==> config.mk <==
export PLATFORM = sky130hd
export DESIGN_NAME = lfsr_operand_gen
export DESIGN_NICKNAME = d
export VERILOG_FILES = /design/src/rtl/lfsr_operand_gen.sv
export SDC_FILE = /design/constraint.sdc
export NUM_CORES = 1
export LEC_CHECK = 0
export BUFFER_PORTS_ARGS = -buffer_cell sky130_fd_sc_hd__clkbuf_2
export CAP_MARGIN = 20
export CORE_MARGIN = 1.5
export CORE_UTILIZATION = 30
export DETAILED_ROUTE_END_ITERATION = 12
export GPL_TIMING_DRIVEN = 0
export SLEW_MARGIN = 20
export SYNTH_ARGS = -nofsm -noshare
export SYNTH_HDL_FRONTEND = slang
export SYNTH_SLANG_ARGS = --single-unit
==> constraint.sdc <==
create_clock -name clk -period 2.4 [get_ports clk]
set_input_delay 0 -clock clk [delete_from_list [all_inputs] [get_ports clk]]
set_output_delay 0 -clock clk [all_outputs]
set_load 0.02 [all_outputs]
==> src/rtl/lfsr_operand_gen.sv <==
// Galois-LFSR operand pair source for arithmetic-unit self-test, valid/ready output.
// Define LFSR_OPERAND_GEN_MISR_EN to add response compaction (resp_i -> signature_o).
module lfsr_operand_gen #(
  parameter int unsigned                 WORD_WIDTH  = 8,
  parameter int unsigned                 COUNT_WIDTH = 16,
  parameter logic [2*WORD_WIDTH-1:0]     POLY        = 16'hB400
) (
  input  logic                     clk,
  input  logic                     reset,
  input  logic                     start,
  input  logic [COUNT_WIDTH-1:0]   count,
  input  logic [2*WORD_WIDTH-1:0]  seed,
  output logic [WORD_WIDTH-1:0]    a_o,
  output logic [WORD_WIDTH-1:0]    b_o,
  output logic                     valid_o,
  input  logic                     ready_i,
  output logic                     busy_o,
  output logic                     done_o,
  output logic [COUNT_WIDTH-1:0]   issued_o
`ifdef LFSR_OPERAND_GEN_MISR_EN
  ,
  input  logic [WORD_WIDTH-1:0]    resp_i,
  output logic [2*WORD_WIDTH-1:0]  signature_o
`endif
);

  localparam int unsigned LW = 2 * WORD_WIDTH;

  typedef enum logic [1:0] {
    S_IDLE = 2'd0,
    S_RUN  = 2'd1,
    S_DONE = 2'd2
  } state_e;

  // One Galois shift-right step; shared by the operand LFSR and the MISR.
  function automatic logic [LW-1:0] lfsr_step(input logic [LW-1:0] s);
    return s[0] ? ((s >> 1) ^ POLY) : (s >> 1);
  endfunction

  state_e                 state_q, state_d;
  logic [LW-1:0]          lfsr_q, lfsr_d;
  logic [COUNT_WIDTH-1:0] remaining_q, remaining_d;
  logic [COUNT_WIDTH-1:0] issued_q, issued_d;
  logic                   valid_q, valid_d;
  logic                   busy_q, busy_d;
  logic                   done_q, done_d;
  logic                   handshake_c;
`ifdef LFSR_OPERAND_GEN_MISR_EN
  logic [LW-1:0]          sig_q, sig_d;
`endif

  assign handshake_c = valid_q & ready_i;

  always_comb begin
    state_d     = state_q;
    lfsr_d      = lfsr_q;
    remaining_d = remaining_q;
    issued_d    = issued_q;
    valid_d     = 1'b0;
    busy_d      = 1'b0;
    done_d      = 1'b0;
`ifdef LFSR_OPERAND_GEN_MISR_EN
    sig_d       = sig_q;
`endif

    case (state_q)
      S_IDLE: begin
        if (start) begin
          issued_d = '0;
`ifdef LFSR_OPERAND_GEN_MISR_EN
          sig_d    = '0;
`endif
          if (count != '0) begin
            // An all-zero seed would lock the LFSR, so substitute 1.
            lfsr_d      = (seed == '0) ? LW'(1) : seed;
            remaining_d = count;
            state_d     = S_RUN;
          end else begin
            state_d = S_DONE;
          end
        end
      end
      S_RUN: begin
        if (handshake_c) begin
          lfsr_d      = lfsr_step(lfsr_q);
          remaining_d = remaining_q - COUNT_WIDTH'(1);
          issued_d    = issued_q + COUNT_WIDTH'(1);
`ifdef LFSR_OPERAND_GEN_MISR_EN
          sig_d       = lfsr_step(sig_q) ^ LW'(resp_i);
`endif
          if (remaining_q == COUNT_WIDTH'(1)) begin
            state_d = S_DONE;
          end
        end
      end
      S_DONE: begin
        state_d = S_IDLE;
      end
      default: begin
        state_d = S_IDLE;
      end
    endcase

    // Status flags track the upcoming state so they change on the same edge.
    valid_d = (state_d == S_RUN);
    busy_d  = (state_d == S_RUN);
    done_d  = (state_d == S_DONE);
  end

  always_ff @(posedge clk or posedge reset) begin
    if (reset) begin
      state_q     <= S_IDLE;
      lfsr_q      <= '0;
      remaining_q <= '0;
      issued_q    <= '0;
      valid_q     <= 1'b0;
      busy_q      <= 1'b0;
      done_q      <= 1'b0;
`ifdef LFSR_OPERAND_GEN_MISR_EN
      sig_q       <= '0;
`endif
    end else begin
      state_q     <= state_d;
      lfsr_q      <= lfsr_d;
      remaining_q <= remaining_d;
      issued_q    <= issued_d;
      valid_q     <= valid_d;
      busy_q      <= busy_d;
      done_q      <= done_d;
`ifdef LFSR_OPERAND_GEN_MISR_EN
      sig_q       <= sig_d;
`endif
    end
  end

  assign a_o      = lfsr_q[LW-1:WORD_WIDTH];
  assign b_o      = lfsr_q[WORD_WIDTH-1:0];
  assign valid_o  = valid_q;
  assign busy_o   = busy_q;
  assign done_o   = done_q;
  assign issued_o = issued_q;
`ifdef LFSR_OPERAND_GEN_MISR_EN
  assign signature_o = sig_q;
`endif

endmodule

### Word-level counts from Yosys, hierarchy flattened

Cells that the tools add are included.

| storage, ports and cells | value |
|---|---|
| output and inout port bits | 35 |
| input port bits | 36 |
| logic and storage cells | 41 |
| register bits | 52 |

| operators by class | value |
|---|---|
| equal/unequal tests | 7 |
| mux-type cells | 18 |
| reduce and logical (&&, ||, !) cells | 6 |
| bitwise gates (word level) | 2 |
| add/subtract/negate cells | 2 |

Operators by type and width:

| kind | count |
|---|---|
| $mux 16 | 10 |
| $pmux 16 s2 | 3 |
| $add 16x1->16 const B | 1 |
| $eq 16x1->1 const B | 1 |
| $logic_not 16->1 | 1 |
| $reduce_bool 16->1 | 1 |
| $sub 16x1->16 const B | 1 |
| $mux 2 | 4 |
| $ne 2x2->1 const B | 3 |
| $eq 2x1->1 const B | 2 |
| $not 3->4 | 1 |
| $pmux 2 s2 | 1 |
| $reduce_and 4->1 | 1 |
| $reduce_and 3->1 | 1 |
| $eq 2x2->1 const B | 1 |
| $logic_not 2->1 | 1 |
| $reduce_bool 2->1 | 1 |
| $and 1x1->1 | 1 |

### Longest topological paths before layout

| logic depth | value |
|---|---|
| depth after elaboration | 5 |
| gate-level depth with buffers | 9 |
| gate-level depth less buffers | 7 |

### Least setup slack after synthesis

No wires, ideal clock.

| timing | value |
|---|---|
| path kind | reg2reg |
| start | register remaining_q[0] |
| end | register remaining_q[14] |
| period minus slack after synthesis | 2.345 ns |
| path slack | 0.055 ns |
| arrival time | 2.216 ns |
| cell stages (with the launch flop) | 10 |
| path buffers | 2 |
| library setup time | 0.129 ns |
| required time | 2.271 ns |
| cell sequence | dfrtp_1 > inv_1 > ha_1 > or4b_1 > buf_2 > or4_1 > buf_2 > o41a_1 > o21ai_1 > o21ai_1 |

| on the way | value |
|---|---|
| word-level cells in the longest chain between the ends | 3 |

Ends and longest elaborated chain:

| element | RTL line | text |
|---|---|---|
| from (decl) | 42 | `logic [COUNT_WIDTH-1:0] remaining_q, remaining_d;` |
| from (signal assigned) | 125 | `remaining_q <= remaining_d;` |
| $sub 16x1->16 | 86 | `remaining_d = remaining_q - COUNT_WIDTH'(1);` |
| $mux 16 | 84 | `if (handshake_c) begin` |
| $pmux 16 s2 | 66 | `case (state_q)` |

Every way passes these cells. The select of a mux whose other input is x is not followed.
A chain may end at the register's enable or synchronous reset.

### Worst setup path in the final report

Same ends and word-level chain as after synthesis.

==> key figures <==
CTS
  – Clk sinks: 52
  – Worst-path clk slew: 0.10 ns
  – CTS Root Cell: clkbuf_8
  – H-Tree Depth: 2
  – CTS tree: done
  – Total CTS buffers: 5
  – Maximum root-to-sink buffer count: 2
  – Worst-Skew Late Latency: 0.31 ns

Place
  – PortBufs: 70
  – RD Place Congestion: 0.799
  – Post-DP HPWL: 5580 µm
  – Dpl cell area: 0.00326 mm²
  – Setup WS pre-CTS: -0.144 ns
  – Placed Cells: 489

Cells and area
  – # diodes: 0
  – Area Overhead vs Synth: 25.5%
  – Share of cells above drive strength 1: 24.8%
  – Final Instance Count excl. Fillers: 507
  – Nets: 438
  – Post-route cell area: 0.00347 mm²

Pwr
  – Leakage: 1.62 nW
  – Pwr Density: 1120 mW/mm²
  – Peak supply drop: 0.000476 V

GRT
  – Met1 GRT Util: 23.4%
  – Grt peak-use layer: met2
  – GR Layer Usage met3: 2.98%
  – Remaining Overflow, GRT: 0
  – Initial antenna violation count: 0
  – Number of global-route vias before repair: 2519
  – Total GRT Usage: 16.6%
  – GRT met2 Usage: 26.0%
  – First-pass GRT wire length: 12900 µm
  – Largest net degree at the start of global routing: 53

Setup path
  – CP dominant cell by count: o21ai_1
  – Worst reg-to-reg setup slack: 0.13 ns
  – CP max stage cell: or4b_4
  – Cell Chain, Critical Path: inv_2, ha_4, or4b_4, or4_4, buf_6, o41a_1, o21ai_1, o21ai_1
  – Worst r2r src: remaining_q[0]
  – Worst EP arrival: 2.46 ns
  – Critical Path RT: 2.58 ns
  – Worst Reg2Reg Path Length in Cells: 8
  – Max FO, Critical Path: 2
  – Crit path largest cell delay: 0.46 ns
  – Worst Setup Start Kind: flip-flop
  – Critical Path Sink Type: flip-flop
  – Crit Path Class: reg -> reg
  – RR Endpoint: remaining_q[14]

STA
  – Setup TNS: 0 ns
  – Final setup vio count: 0
  – Worst Tran Pin Value: 0.788 ns
  – Rel. slew slack: 47.4%
  – Period Utilization, post-route: 94.7%
  – Final slew viol count: 0
  – Hold slack final: -0.00223 ns
  – Worst clock skew: 0.0104 ns
  – Post-route setup slack: 0.127 ns
  – Achievable Freq: 440 MHz
  – Tmin final: 2.27 ns
  – Final Hold Fails: 1
  – RSZ-0062 raised after global routing: false

Synthesis
  – EDFF count, synth: 0
  – Mapped Nets: 350
  – Syn Inst Count: 311
  – Netlist cell types: 47
  – FF+latch count, synth: 52
  – Sequential-to-total area share from yosys stat: 47.1%
  – Top post-synthesis cells by area: dfrtp_1, o21ai_0, nor2_1
  – Predominant post-synthesis flop cell: dfrtp_1
  – Cell area after synthesis: 0.00277 mm²
  – Post-synth ARST share: 100%
  – Mean Syn Cell Area: 8.89 µm²
  – Ys Warns: 0
  – Cell accounting for the most synthesized area: dfrtp_1
  – Synth top area share: 47.1%

Min path
  – Hold_sp: seed[6]
  – WHS Path Cells: 3
  – Hold EP: lfsr_q[6]
  – Tightest Hold Check Type: in -> reg

Drt
  – DRT iter0 DRCs: 182
  – Routed WL: 7800 µm
  – Via count: 2638
  – DR vias/cell: 5.20
  – DR DRC count: 7
  – DR WL/cell: 15.4 µm
  – Antenna Nets Post-Route: 0
  – DRT Pass-1 Iters: 8

Floorplan
  – Initial Util: 31.4%
  – IO Pins: 71
  – Die Area: 0.00980 mm²
  – FP Rows: 34
  – Die Ht: 99.0 µm
  – Core area: 0.00881 mm²
  – Die span in x: 99.0 µm

Status
  – Failing checks: DRC, hold timing
  – Status: finished, violations left

Flow run
  – Max Cap Violations: 0
-- routing by layer --
layer / vias to the layer above / part of all wire, %
met5: - / 0
met4: 0 / 1.2
met2: 85 / 45
li1: 1286 / -
met3: 9 / 5.6
met1: 1258 / 48
-- critical path, delay by kind of cell, from the launching register on --
family | cells | cell delay (ns)
AND/OR/NAND/NOR | 2 | 0.88
flip-flops | 1 | 0.41
adder cells (fa/ha/maj) | 1 | 0.13
buffers and inverters | 2 | 0.22
AO/OA/AOI/OAI | 3 | 0.51
-- where the power goes --
part	internal (mW)	total, mW	switching, mW
logic	0.752	1.91	1.16
clock network	0.199	0.500	0.301
registers	1.18	1.47	0.289
-- final cells by class --
type	instances	area (µm²)
Inverter	4	17.5
Tap cell	108	135
Clock buffer	5	68.8
Buffer	21	91.3
Multi-Input combinational cell	233	1390
Clock inverter	2	12.5
Fill cell	901	5340
Timing Repair Buffer	82	453
Sequential cell	52	1300
-- logic make-up (layout without fill, tap and decap cells) --
| family | Yosys count | in the layout | synth area share, % |
|---|---|---|---|
| AO/OA/AOI/OAI | 84 | 84 | 18.2 |
| XOR/XNOR | 15 | 15 | 4.75 |
| adder cells (fa/ha/maj) | 3 | 3 | 1.36 |
| buffers and inverters | 26 | 114 | 3.80 |
| flip-flops | 52 | 52 | 47.1 |
| multiplexers | 12 | 12 | 4.34 |
| AND/OR/NAND/NOR | 119 | 119 | 20.5 |
-- registers in the layout, summed over array words and instances (netlist names) --
name	cells
busy_o	1
done_o	1
lfsr_q	16
state_q	2
issued_o	16
remaining_q	16
-- how the worst max path moves through the flow --
stage                         startpoint               to  slack, ns
after floorplan           remaining_q[0]  remaining_q[14]       0.05
after global placement    remaining_q[0]  remaining_q[14]      -0.11
after detailed placement  remaining_q[0]  remaining_q[14]      -0.14
after CTS                 remaining_q[1]  remaining_q[14]     0.0003
after global routing      remaining_q[0]  remaining_q[14]       0.05
final                     remaining_q[0]  remaining_q[14]       0.13
-- stage by stage --
stage	power (mW)	util [%]
6_report	3.88	39.4
5_1_grt	4.22	39.4
4_1_cts	3.89	39.3
3_5_place_dp	3.29	37.0
3_3_place_gp	3.24	36.9
2_1_floorplan	2.70	-
-- cells in the mapped netlist (2+ instances only) --
library cell,number
mux2i_1,12
nor2_1,37
ha_1,3
o22ai_1,6
buf_2,3
nor4_1,10
nand4_1,4
buf_1,3
clkbuf_1,15
o21a_1,2
a22oi_1,2
xor2_1,11
a31oi_1,2
or4_1,2
nor3_1,7
nand2_1,34
and3_1,3
o21ai_0,36
or3_1,3
nand2b_1,2
o22a_1,2
a21oi_1,18
a2bb2oi_1,3
or2_2,2
nand4b_1,2
inv_1,4
xnor2_1,4
o21ai_1,2
dfrtp_1,52
nand3_1,8
-- what timing repair did --
item	4_1_cts	5_1_grt
hold buffers	5	0
setup endpoints to repair	1	4
pin swaps	1	1
setup buffers	6	1
endpoints found under the hold margin	56	0
gates cloned	0	0
gates resized for setup	9	4
-- layout by cell type, fill, tap and decap left out, types with 2 or more instances in the layout --
cell,n
nor2_1,37
xor2_1,11
xnor2_1,4
or2_2,2
nor3_1,7
and3_1,3
clkbuf_1,15
clkbuf_8,5
dlygate4sd3_1,5
or3_1,3
a31oi_1,2
o21ai_0,34
ha_1,2
buf_1,3
o21ai_1,4
nor4_1,10
o22ai_1,6
mux2i_1,12
o22a_1,2
dfrtp_1,52
a2bb2oi_1,3
a21oi_1,18
buf_4,8
nand2_1,34
nand2b_1,2
inv_2,2
clkbuf_2,70
a22oi_1,2
a2111oi_2,2
nand3_1,8
nand4_1,4
nand4b_1,2
o21a_1,2
(Power assumes the default switching activity.)
